## src/rtl/mips_ctrl_regs_if.sv

```systemverilog
// Datapath <-> control/state block bundle for the single-cycle MIPS core.
// master = datapath side, slave = mips_ctrl_regs.
interface mips_ctrl_regs_if #(parameter int WIDTH = 32);
  logic [5:0]       dcd_op, dcd_funct2;
  logic [4:0]       rs_num, rt_num, rd_num;
  logic [WIDTH-1:0] rd_data, pc;
  logic             halted;
  logic             IBE, DBE, Ov, BP, AdEL_inst, AdEL_data, AdES, CpU;
  logic [WIDTH-1:0] rs_data, rt_data;
  logic             ctrl_we, ctrl_Sys, ctrl_RI;
  logic [3:0]       alu__sel;
  logic             alu__src, mem_to_reg;
  logic [1:0]       ins_type;
  logic             imm_sign, is_shift;
  logic [2:0]       mem_read_bytes, mem_write_bytes;
  logic [3:0]       mem_write_en;
  logic             exception_halt, load_ex_regs, load_bva, load_bva_sel;
  logic [4:0]       cause;

  modport master (
    output dcd_op, dcd_funct2, rs_num, rt_num, rd_num, rd_data, pc, halted,
           IBE, DBE, Ov, BP, AdEL_inst, AdEL_data, AdES, CpU,
    input  rs_data, rt_data, ctrl_we, ctrl_Sys, ctrl_RI, alu__sel, alu__src,
           mem_to_reg, ins_type, imm_sign, is_shift, mem_read_bytes,
           mem_write_bytes, mem_write_en, exception_halt, load_ex_regs,
           load_bva, load_bva_sel, cause
  );

  modport slave (
    input  dcd_op, dcd_funct2, rs_num, rt_num, rd_num, rd_data, pc, halted,
           IBE, DBE, Ov, BP, AdEL_inst, AdEL_data, AdES, CpU,
    output rs_data, rt_data, ctrl_we, ctrl_Sys, ctrl_RI, alu__sel, alu__src,
           mem_to_reg, ins_type, imm_sign, is_shift, mem_read_bytes,
           mem_write_bytes, mem_write_en, exception_halt, load_ex_regs,
           load_bva, load_bva_sel, cause
  );
endinterface

```

## src/rtl/mips_ctrl_regs.sv

```systemverilog
// Decoder, 32x32 register file and exception/cause logic of the single-cycle MIPS core.
module mips_ctrl_regs #(
  parameter int NREG  = 32,
  parameter int WIDTH = 32
) (
  input  logic           clk,
  input  logic           rst_b,
  mips_ctrl_regs_if.slave bus
);
  localparam logic [3:0] ALU_ADD = 4'd0, ALU_ADDU = 4'd1, ALU_SUB = 4'd2, ALU_SUBU = 4'd3,
                         ALU_AND = 4'd4, ALU_OR = 4'd5, ALU_XOR = 4'd6, ALU_SRL = 4'd7,
                         ALU_SRA = 4'd8, ALU_SLL = 4'd9;
  localparam logic [1:0] T_R = 2'd0, T_I = 2'd1, T_J = 2'd2;

  always_comb begin
    bus.ctrl_we         = 1'b0;
    bus.ctrl_Sys        = 1'b0;
    bus.ctrl_RI         = 1'b0;
    bus.alu__sel        = ALU_ADD;
    bus.alu__src        = 1'b0;
    bus.mem_to_reg      = 1'b0;
    bus.ins_type        = T_R;
    bus.imm_sign        = 1'b0;
    bus.is_shift        = 1'b0;
    bus.mem_read_bytes  = 3'd0;
    bus.mem_write_bytes = 3'd0;
    bus.mem_write_en    = 4'b0000;
    case (bus.dcd_op)
      6'h00: case (bus.dcd_funct2)
        6'h20: begin bus.alu__sel = ALU_ADD;  bus.ctrl_we = 1'b1; end
        6'h21: begin bus.alu__sel = ALU_ADDU; bus.ctrl_we = 1'b1; end
        6'h22: begin bus.alu__sel = ALU_SUB;  bus.ctrl_we = 1'b1; end
        6'h23: begin bus.alu__sel = ALU_SUBU; bus.ctrl_we = 1'b1; end
        6'h24: begin bus.alu__sel = ALU_AND;  bus.ctrl_we = 1'b1; end
        6'h25: begin bus.alu__sel = ALU_OR;   bus.ctrl_we = 1'b1; end
        6'h26: begin bus.alu__sel = ALU_XOR;  bus.ctrl_we = 1'b1; end
        6'h00: begin bus.alu__sel = ALU_SLL; bus.is_shift = 1'b1; bus.ctrl_we = 1'b1; end
        6'h02: begin bus.alu__sel = ALU_SRL; bus.is_shift = 1'b1; bus.ctrl_we = 1'b1; end
        6'h03: begin bus.alu__sel = ALU_SRA; bus.is_shift = 1'b1; bus.ctrl_we = 1'b1; end
        6'h0C: bus.ctrl_Sys = 1'b1;
        default: bus.ctrl_RI = 1'b1;
      endcase
      6'h08, 6'h09, 6'h0C, 6'h0D, 6'h0E: begin
        bus.ins_type = T_I;
        bus.ctrl_we  = 1'b1;
        bus.alu__src = 1'b1;
        case (bus.dcd_op)
          6'h08:   begin bus.alu__sel = ALU_ADD;  bus.imm_sign = 1'b1; end
          6'h09:   begin bus.alu__sel = ALU_ADDU; bus.imm_sign = 1'b1; end
          6'h0C:   bus.alu__sel = ALU_AND;
          6'h0D:   bus.alu__sel = ALU_OR;
          default: bus.alu__sel = ALU_XOR;
        endcase
      end
      6'h20, 6'h21, 6'h23, 6'h24, 6'h25: begin
        bus.ins_type   = T_I;
        bus.ctrl_we    = 1'b1;
        bus.alu__src   = 1'b1;
        bus.imm_sign   = 1'b1;
        bus.mem_to_reg = 1'b1;
        case (bus.dcd_op[1:0])
          2'd0:    bus.mem_read_bytes = 3'd1;
          2'd1:    bus.mem_read_bytes = 3'd2;
          default: bus.mem_read_bytes = 3'd4;
        endcase
      end
      6'h28, 6'h29, 6'h2B: begin
        bus.ins_type = T_I;
        bus.alu__src = 1'b1;
        bus.imm_sign = 1'b1;
        case (bus.dcd_op[1:0])
          2'd0:    begin bus.mem_write_bytes = 3'd1; bus.mem_write_en = 4'b0001; end
          2'd1:    begin bus.mem_write_bytes = 3'd2; bus.mem_write_en = 4'b0011; end
          default: begin bus.mem_write_bytes = 3'd4; bus.mem_write_en = 4'b1111; end
        endcase
      end
      6'h02: bus.ins_type = T_J;
      6'h03: begin bus.ins_type = T_J; bus.ctrl_we = 1'b1; end
      default: bus.ctrl_RI = 1'b1;
    endcase
  end

  // Register file: r0 is never written, so it reads back as zero without a mux.
  logic [WIDTH-1:0] regs_q [NREG];
  logic [WIDTH-1:0] regs_d [NREG];

  always_comb begin
    regs_d = regs_q;
    if (bus.ctrl_we && bus.rd_num != 5'd0) regs_d[bus.rd_num] = bus.rd_data;
  end

  always_ff @(posedge clk or posedge rst_b) begin
    if (rst_b) begin
      for (int i = 0; i < NREG; i++) regs_q[i] <= '0;
    end else begin
      regs_q <= regs_d;
    end
  end

  assign bus.rs_data = regs_q[bus.rs_num];
  assign bus.rt_data = regs_q[bus.rt_num];

  logic       exc_any, bva_c, bva_sel_c;
  logic [4:0] cause_c;
  logic       exc_halt_q, exc_halt_d;

  always_comb begin
    exc_any   = 1'b1;
    bva_c     = 1'b0;
    bva_sel_c = 1'b0;
    cause_c   = 5'd0;
    if      (bus.AdEL_inst) begin cause_c = 5'd4; bva_c = 1'b1; end
    else if (bus.IBE)       cause_c = 5'd6;
    else if (bus.ctrl_RI)   cause_c = 5'd10;
    else if (bus.CpU)       cause_c = 5'd11;
    else if (bus.Ov)        cause_c = 5'd12;
    else if (bus.BP)        cause_c = 5'd9;
    else if (bus.AdEL_data) begin cause_c = 5'd4; bva_c = 1'b1; bva_sel_c = 1'b1; end
    else if (bus.AdES)      begin cause_c = 5'd5; bva_c = 1'b1; bva_sel_c = 1'b1; end
    else if (bus.DBE)       cause_c = 5'd7;
    else                    exc_any = 1'b0;
    exc_halt_d = exc_halt_q | exc_any;
  end

  always_ff @(posedge clk or posedge rst_b) begin
    if (rst_b) exc_halt_q <= 1'b0;
    else       exc_halt_q <= exc_halt_d;
  end

  // Once halted, the first exception's EPC/Cause/BadVAddr must not be overwritten.
  assign bus.exception_halt = exc_halt_q;
  assign bus.load_ex_regs   = exc_any & ~exc_halt_q;
  assign bus.load_bva       = bva_c & ~exc_halt_q;
  assign bus.load_bva_sel   = bva_sel_c;
  assign bus.cause          = cause_c;

  // Register dump on halt is a simulation nicety with no hardware effect.
  logic unused_inputs;
  assign unused_inputs = bus.halted ^ (^bus.pc);
endmodule

```

## src/flat_wrapper.sv

```systemverilog
// flat-port wrapper written by rule: the top's interface ports become plain ports
module mips_ctrl_regs_flat 
#(
  parameter int NREG  = 32,
  parameter int WIDTH = 32
)
  (clk, rst_b, bus_dcd_op, bus_dcd_funct2, bus_rs_num, bus_rt_num, bus_rd_num, bus_rd_data, bus_pc, bus_halted, bus_IBE, bus_DBE, bus_Ov, bus_BP, bus_AdEL_inst, bus_AdEL_data, bus_AdES, bus_CpU, bus_rs_data, bus_rt_data, bus_ctrl_we, bus_ctrl_Sys, bus_ctrl_RI, bus_alu__sel, bus_alu__src, bus_mem_to_reg, bus_ins_type, bus_imm_sign, bus_is_shift, bus_mem_read_bytes, bus_mem_write_bytes, bus_mem_write_en, bus_exception_halt, bus_load_ex_regs, bus_load_bva, bus_load_bva_sel, bus_cause);
  mips_ctrl_regs_if #(.WIDTH(WIDTH)) bus_i ();
  input  logic clk;
  input  logic rst_b;
  input wire logic [$bits(bus_i.dcd_op)-1:0] bus_dcd_op;
  input wire logic [$bits(bus_i.dcd_funct2)-1:0] bus_dcd_funct2;
  input wire logic [$bits(bus_i.rs_num)-1:0] bus_rs_num;
  input wire logic [$bits(bus_i.rt_num)-1:0] bus_rt_num;
  input wire logic [$bits(bus_i.rd_num)-1:0] bus_rd_num;
  input wire logic [$bits(bus_i.rd_data)-1:0] bus_rd_data;
  input wire logic [$bits(bus_i.pc)-1:0] bus_pc;
  input wire logic [$bits(bus_i.halted)-1:0] bus_halted;
  input wire logic [$bits(bus_i.IBE)-1:0] bus_IBE;
  input wire logic [$bits(bus_i.DBE)-1:0] bus_DBE;
  input wire logic [$bits(bus_i.Ov)-1:0] bus_Ov;
  input wire logic [$bits(bus_i.BP)-1:0] bus_BP;
  input wire logic [$bits(bus_i.AdEL_inst)-1:0] bus_AdEL_inst;
  input wire logic [$bits(bus_i.AdEL_data)-1:0] bus_AdEL_data;
  input wire logic [$bits(bus_i.AdES)-1:0] bus_AdES;
  input wire logic [$bits(bus_i.CpU)-1:0] bus_CpU;
  output wire logic [$bits(bus_i.rs_data)-1:0] bus_rs_data;
  output wire logic [$bits(bus_i.rt_data)-1:0] bus_rt_data;
  output wire logic [$bits(bus_i.ctrl_we)-1:0] bus_ctrl_we;
  output wire logic [$bits(bus_i.ctrl_Sys)-1:0] bus_ctrl_Sys;
  output wire logic [$bits(bus_i.ctrl_RI)-1:0] bus_ctrl_RI;
  output wire logic [$bits(bus_i.alu__sel)-1:0] bus_alu__sel;
  output wire logic [$bits(bus_i.alu__src)-1:0] bus_alu__src;
  output wire logic [$bits(bus_i.mem_to_reg)-1:0] bus_mem_to_reg;
  output wire logic [$bits(bus_i.ins_type)-1:0] bus_ins_type;
  output wire logic [$bits(bus_i.imm_sign)-1:0] bus_imm_sign;
  output wire logic [$bits(bus_i.is_shift)-1:0] bus_is_shift;
  output wire logic [$bits(bus_i.mem_read_bytes)-1:0] bus_mem_read_bytes;
  output wire logic [$bits(bus_i.mem_write_bytes)-1:0] bus_mem_write_bytes;
  output wire logic [$bits(bus_i.mem_write_en)-1:0] bus_mem_write_en;
  output wire logic [$bits(bus_i.exception_halt)-1:0] bus_exception_halt;
  output wire logic [$bits(bus_i.load_ex_regs)-1:0] bus_load_ex_regs;
  output wire logic [$bits(bus_i.load_bva)-1:0] bus_load_bva;
  output wire logic [$bits(bus_i.load_bva_sel)-1:0] bus_load_bva_sel;
  output wire logic [$bits(bus_i.cause)-1:0] bus_cause;
  assign bus_i.dcd_op = bus_dcd_op;
  assign bus_i.dcd_funct2 = bus_dcd_funct2;
  assign bus_i.rs_num = bus_rs_num;
  assign bus_i.rt_num = bus_rt_num;
  assign bus_i.rd_num = bus_rd_num;
  assign bus_i.rd_data = bus_rd_data;
  assign bus_i.pc = bus_pc;
  assign bus_i.halted = bus_halted;
  assign bus_i.IBE = bus_IBE;
  assign bus_i.DBE = bus_DBE;
  assign bus_i.Ov = bus_Ov;
  assign bus_i.BP = bus_BP;
  assign bus_i.AdEL_inst = bus_AdEL_inst;
  assign bus_i.AdEL_data = bus_AdEL_data;
  assign bus_i.AdES = bus_AdES;
  assign bus_i.CpU = bus_CpU;
  assign bus_rs_data = bus_i.rs_data;
  assign bus_rt_data = bus_i.rt_data;
  assign bus_ctrl_we = bus_i.ctrl_we;
  assign bus_ctrl_Sys = bus_i.ctrl_Sys;
  assign bus_ctrl_RI = bus_i.ctrl_RI;
  assign bus_alu__sel = bus_i.alu__sel;
  assign bus_alu__src = bus_i.alu__src;
  assign bus_mem_to_reg = bus_i.mem_to_reg;
  assign bus_ins_type = bus_i.ins_type;
  assign bus_imm_sign = bus_i.imm_sign;
  assign bus_is_shift = bus_i.is_shift;
  assign bus_mem_read_bytes = bus_i.mem_read_bytes;
  assign bus_mem_write_bytes = bus_i.mem_write_bytes;
  assign bus_mem_write_en = bus_i.mem_write_en;
  assign bus_exception_halt = bus_i.exception_halt;
  assign bus_load_ex_regs = bus_i.load_ex_regs;
  assign bus_load_bva = bus_i.load_bva;
  assign bus_load_bva_sel = bus_i.load_bva_sel;
  assign bus_cause = bus_i.cause;
  mips_ctrl_regs #(.NREG(NREG), .WIDTH(WIDTH)) u_core (.clk(clk), .rst_b(rst_b), .bus(bus_i));
endmodule
```

## config.mk

```make
export PLATFORM = sky130hd
export DESIGN_NAME = mips_ctrl_regs_flat
export DESIGN_NICKNAME = d
export VERILOG_FILES = /design/src/rtl/mips_ctrl_regs_if.sv /design/src/rtl/mips_ctrl_regs.sv /design/src/flat_wrapper.sv
export SDC_FILE = /design/constraint.sdc
export NUM_CORES = 2
export LEC_CHECK = 0
export ABC_CLOCK_PERIOD_IN_PS = 89400
export CORE_AREA = 2 2 264 461
export CTS_CLUSTER_DIAMETER = 80
export CTS_CLUSTER_SIZE = 30
export DETAILED_ROUTE_END_ITERATION = 7
export DIE_AREA = 0 0 266 463
export MAX_ROUTING_LAYER = met4
export PLACE_DENSITY = 0.71
export SYNTH_ARGS = -nofsm -noshare
export SYNTH_HDL_FRONTEND = slang
export SYNTH_SLANG_ARGS = --single-unit
```

## constraint.sdc

```tcl
create_clock -name clk -period 89.4 [get_ports clk]
set_input_delay 8.94 -clock clk [delete_from_list [all_inputs] [get_ports clk]]
set_output_delay 8.94 -clock clk [all_outputs]
set_load 0.005 [all_outputs]
```

Yosys cells after proc, flatten, opt, wreduce, memory -nomap -nowiden

Index checks and enable logic that the tools add are counted.

Memory bits (read-only): 0
Memory bits (writable): 0
Bits in registers: 1025
Output and inout bits: 96
Bits in latches: 0
Logic and storage cells: 145
Input port bits: 102
Memories kept: 0

Shift operators: 0
$mul: 0
Order comparisons: 4
Reductions and logical operators: 18
Mux-type cells: 57
Add/sub/neg operators: 0
Divide/modulo/power cells: 0
Eq/ne operators: 26
Bitwise gates (word level): 7

Operators by type and width:

| operator             | count |
|---|---|
| $bwmux W1024         | 1 |
| $bmux W32 S5         | 2 |
| $demux W32 S5        | 1 |
| $mux W32             | 5 |
| $eq A6 B6 Y1 const B | 15 |
| $mux W5              | 8 |
| $eq A6 B4 Y1 const B | 6 |
| $pmux W4 S9          | 1 |
| $mux W1              | 27 |
| $eq A6 B2 Y1 const B | 4 |
| $reduce_or A11 Y1    | 2 |
| $ge A6 B6 Y1 const B | 3 |
| $not A5 Y6           | 3 |
| $pmux W4 S2          | 2 |
| $reduce_or A15 Y1    | 1 |
| $reduce_or A13 Y1    | 1 |
| $logic_not A6 Y1     | 2 |
| $pmux W3 S4          | 1 |
| $reduce_or A10 Y1    | 1 |
| $reduce_or A5 Y1     | 2 |
| $mux W3              | 3 |
| $reduce_or A8 Y1     | 1 |
| $lt A6 B1 Y1 const B | 1 |
| $pmux W1 S2          | 3 |
| other kinds (12)     | 16 |

Longest topological paths before layout

Depth in word-level cells: 10
Gate-level depth with buffers: 10
Gate-level depth less buffers: 6

Worst setup path after synthesis

OpenSTA, ideal clock, no wires.

Kind: input -> output
From: in bus_dcd_funct2[0]
To: out bus_load_bva_sel
Buffers on the path: 0
Path slack: 69.999 ns
Data arrival time: 10.461 ns
Stages on the path: 4
Required time: 80.460 ns
Cell sequence: or2_2 -> or4b_1 -> a311oi_2 -> and4b_1

Longest elaborated chain between the ends: 7
Elaborated cells on any way between the ends: 17
Those cells by class: eq/ne (10); mux (5); reduce/logical (2)

Ends and longest elaborated chain:

| element                                | RTL line              | RTL |
|---|---|---|
| start: declaration                     | flat_wrapper.sv:12    | `input wire logic [$bits(bus_i.dcd_funct2)-1:0] bus_dcd_funct2;` |
| $eq A6 B6 Y1 (tied with other cells)   | mips_ctrl_regs.sv:29  | `6'h00: case (bus.dcd_funct2)` |
| $reduce_or A11 Y1 (no source line) (*) | --                    |  |
| $mux W1 (*)                            | mips_ctrl_regs.sv:29  |  |
| $pmux W1 S2 (*)                        | mips_ctrl_regs.sv:28  | `case (bus.dcd_op)` |
| $mux W1 (*)                            | mips_ctrl_regs.sv:114 | `else if (bus.ctrl_RI) cause_c = 5'd10;` |
| $mux W1 (*)                            | mips_ctrl_regs.sv:113 | `else if (bus.IBE) cause_c = 5'd6;` |
| $mux W1 (*)                            | mips_ctrl_regs.sv:112 | `if (bus.AdEL_inst) begin cause_c = 5'd4; bva_c = 1'b1; end` |
| end: declaration                       | flat_wrapper.sv:44    | `output wire logic [$bits(bus_i.load_bva_sel)-1:0] bus_load_bva_sel;` |

Every way passes the cells marked *; elsewhere a longest branch is shown, timed or not.

Worst setup path in the final report

From: in bus_rt_num[0]
To: out bus_rt_data[0]

Longest elaborated chain between the ends: 4

Ends and longest elaborated chain:

| element                                     | RTL line              | RTL |
|---|---|---|
| start: declaration                          | flat_wrapper.sv:14    | `input wire logic [$bits(bus_i.rt_num)-1:0] bus_rt_num;` |
| $not A5 Y6 (implied by the code)            | mips_ctrl_regs.sv:101 | `assign bus.rt_data = regs_q[bus.rt_num];` |
| $bmux W32 S5                                | mips_ctrl_regs.sv:101 |  |
| $mux W32 (implied by the code) (2 in a row) | mips_ctrl_regs.sv:101 |  |
| end: declaration                            | flat_wrapper.sv:28    | `output wire logic [$bits(bus_i.rt_data)-1:0] bus_rt_data;` |

No other way between the ends. The select of a mux whose other input is x is not followed.

==> results.yml <==
sta:
  setup_ws_ns: 66.41
  fmax_mhz: 43.5
  min_period_over_period_pct: 25.7
  fin_tns_setup_ns: 0
  grt_setup_unrepaired: "no"
  finalHoldViolations: 0
  finalSetupViolations: 0
  finalClockSkew_ns: 0
  min_period_ns: 22.99
  worst_pin_slew_ns: 1.14
  slew_violations: 0
  slew_headroom_pct: 23.8
global_route:
  antenna_found_initial: 13
  grt_pass1_wl_microns: 227000
  grt_pass1_vias: 34318
  globalRoute.totalOverflow: 0
  track_usage_pct: 25.7
  grt_max_degree: 179
synth:
  post_synth.cell_area_avg_sq_um: 15.5
  synthSimpleGateAreaFrac_pct: 2.29
  yosysWarnings: 0
  postSynthCellCount: 3442
  muxShareOfSynthArea_pct: 42.5
  synth_nets: 3544
  synth-seq-cells: 1025
  yosysTopAreaCellShare_pct: 48.0
  async_flop_share_pct: 100
  synth_edf_count: 0
  synth.distinct_cells: 52
  synthAdderAreaFrac_pct: 0.0188
  synth_xor_area_share_pct: 0.0164
  synth_top_family_by_area: "multiplexers"
  yosys.area.top_type: "dfrtp_1"
  synth_seq_area_share_pct: 48.0
  synth_area_leaders: "dfrtp_1 48%, mux4_2 22%, mux2_2 13%"
  syn_area_sq_mm: 0.0534
  synth_compound_area_share_pct: 3.34
  ys_dominant_reg_cell: "dfrtp_1"
placed_design:
  io_buffers: 163
  placed_area_sq_mm: 0.0556
  place_hpwl_microns: 83700
  place_ws_ns: 66.34
  place_congestion: 0.771
worst_setup_path:
  reg2reg_from: "u_core.regs_q[608]$_DFFE_PP0P_"
  cp-end-kind: "output port"
  crit_start: "bus_rt_num[0]"
  crit_path_max_fanout: 68
  worstPathRequired_ns: 80.46
  worstSetupStartpointType: "primary input"
  cp.arrival_ns: 14.05
  path_class: "primary input to output port"
worst_hold_path:
  hold_class: "flip-flop to flip-flop"
  min-delay-start: "u_core.regs_q[995]$_DFFE_PP0P_"
final_layout:
  seqCellArea_sq_mm: 0.0256
  finalInstanceArea_sq_mm: 0.0568
  drive_gt1_share_pct: 39.7
  syn_to_final_growth_pct: 6.42
  fin_nets: 3393
  multi_input_area_sq_mm: 0.0258
  fillers: 10155
  postLayoutCoreUtil_pct: 47.6
power_and_ir_drop:
  pwr_density_cell_mw_per_mm2: 17.2
  leakage_nw: 25.3
  ir_drop_uv: 12.5
clock_network:
  cts_tree: "done"
  htreeDepth: 2
  clock_sink_count: 1025
  root_buffer: "clkbuf_16"
  path_clk_slew_ns: 0.11
  clk_latency_ns: 0.63
  hold_buffers: 0
  numCtsBuffers: 41
  cts_resized: 0
  post_cts_buffers: 0
  cts_buffer_depth: 3
floorplan:
  fp.dieW_microns: 266
  pin_count: 198
  rows: 168
  fp.coreArea_sq_mm: 0.119
  fp.dieArea_sq_mm: 0.123
  die_y_microns: 463
  initial_utilization_pct: 44.7
detailed_routing:
  drt_wl_total_microns: 153000
  routed.top_layer: "met4"
  ant_nets: 0
  drc: 0
  num_vias: 32612
  wire_per_inst_microns: 31.7
  route.met3.wl_microns: 10200
  drtIter0Drc: 3104
  drtPass1Iterations: 6
  drt-met1-wl_microns: 59100
  dr_wl_met2_microns: 77600
  vias_per_cell: 6.74
run:
  maxCapViolCount: 0
status:
  status: "completed"
## per-layer routing
metal	vias up	global-route usage, %
met3	350	4.13
met5	-	-
met1	17877	31.7
li1	13123	-
met4	0	9.57
met2	1262	42.7
## cells in the mapped netlist, types with 2 or more instances
| master | n |
|---|---|
| a21oi_1 | 7 |
| nand3_2 | 4 |
| nand4bb_1 | 2 |
| mux2_2 | 636 |
| o21ai_0 | 4 |
| a2111oi_0 | 2 |
| or3b_2 | 3 |
| and3_1 | 16 |
| or3_1 | 6 |
| mux4_2 | 512 |
| clkbuf_1 | 233 |
| buf_4 | 41 |
| nor3b_1 | 4 |
| nor4_1 | 69 |
| clkbuf_2 | 3 |
| nand2b_1 | 3 |
| a21boi_0 | 2 |
| mux2_1 | 356 |
| dfrtp_1 | 1025 |
| inv_1 | 10 |
| buf_1 | 23 |
| buf_2 | 109 |
| or2_2 | 5 |
| nor2_1 | 27 |
| buf_6 | 10 |
| nand3_4 | 5 |
| nand3_1 | 8 |
| nand2_1 | 17 |
| nor3_1 | 7 |
| nand4_1 | 8 |
| nand3b_1 | 9 |
| o22ai_1 | 256 |
## layout by cell type, fill, tap and decap left out, drive strengths merged, types with 2 or more instances in the layout
| cell | n |
|---|---|
| nand4bb | 2 |
| clkdlybuf4s50 | 159 |
| buf | 67 |
| a311oi | 2 |
| nand3 | 17 |
| or3 | 6 |
| a2111oi | 2 |
| inv | 14 |
| nand4 | 8 |
| nor3b | 4 |
| or2 | 5 |
| clkbuf | 42 |
| a21boi | 3 |
| nand3b | 9 |
| clkinv | 3 |
| o21ai | 4 |
| or3b | 3 |
| mux2 | 992 |
| nand2 | 17 |
| a21oi | 7 |
| nand2b | 3 |
| o22ai | 256 |
| and3 | 16 |
| mux4 | 512 |
| clkinvlp | 2 |
| nor4 | 69 |
| nor2 | 28 |
| nor3 | 7 |
| diode | 11 |
| dfrtp | 1025 |
## through the flow
step                      power (mW)  std cells  hold slack, ns
after floorplan                0.690       3442           0.441
after global placement         0.734       4778           0.376
after detailed placement       0.744       4778           0.383
after CTS                      0.980       4829           0.408
after global routing            1.01       4840           0.421
final                          0.974       4840           0.405
## cell families after synthesis
kind of cell               after synthesis
other                                    1
DFF                                   1025
muxes                                 1504
xor gates and xnor gates                 1
and+or+nand+nor                        198
AOI/OAI and AO/OA                      281
adders and majority gates                1
buffers and inverters                  431
## critical path, cell delays in order
cell             delay [ns]
buf_8                  0.58
buf_4                  0.83
buf_4                  0.92
buf_4                  0.65
mux4_2                 0.33
o22ai_1                0.09
nor4_1                 0.87
clkdlybuf4s50_1        0.66
## cell type report
class / instances / share of cell area [%]
diodes: 11 / 0.0485
clock buffers: 42 / 1.81
clock inverters: 9 / 0.231
inverters: 11 / 0.0859
multi-input cells: 1986 / 45.5
flip-flops and latches: 1025 / 45.2
well taps: 1530 / 3.37
repair buffers: 226 / 3.83
## worst paths after layout
path / endpoint / slack (ns) / depth (start not counted)
max: bus_rt_data[0] / 66.41 / 8
min: u_core.regs_q[995]$_DFFE_PP0P_ / 0.41 / 0
max reg2reg: u_core.regs_q[608]$_DFFE_PP0P_ / 88.54 / 1
min reg2reg: u_core.regs_q[995]$_DFFE_PP0P_ / 0.41 / 0
max in group asynchronous: u_core.regs_q[834]$_DFFE_PP0P_ / 76.56 / 6
min in group asynchronous: u_core.regs_q[1006]$_DFFE_PP0P_ / 8.87 / 2
## sequential cells by signal, summed over array words and instances (netlist names)
signal,flops
u_core.bus.exception_halt,1
u_core.regs_q,1024
## power breakdown
part           switching [mW]  internal [mW]  total [mW]  leakage (nW)
clock network           0.151         0.0891       0.240         0.563
registers              0.0381          0.518       0.556          13.8
logic                  0.0744          0.104       0.179          10.9
Note: power is estimated with default switching activity, not from simulation.
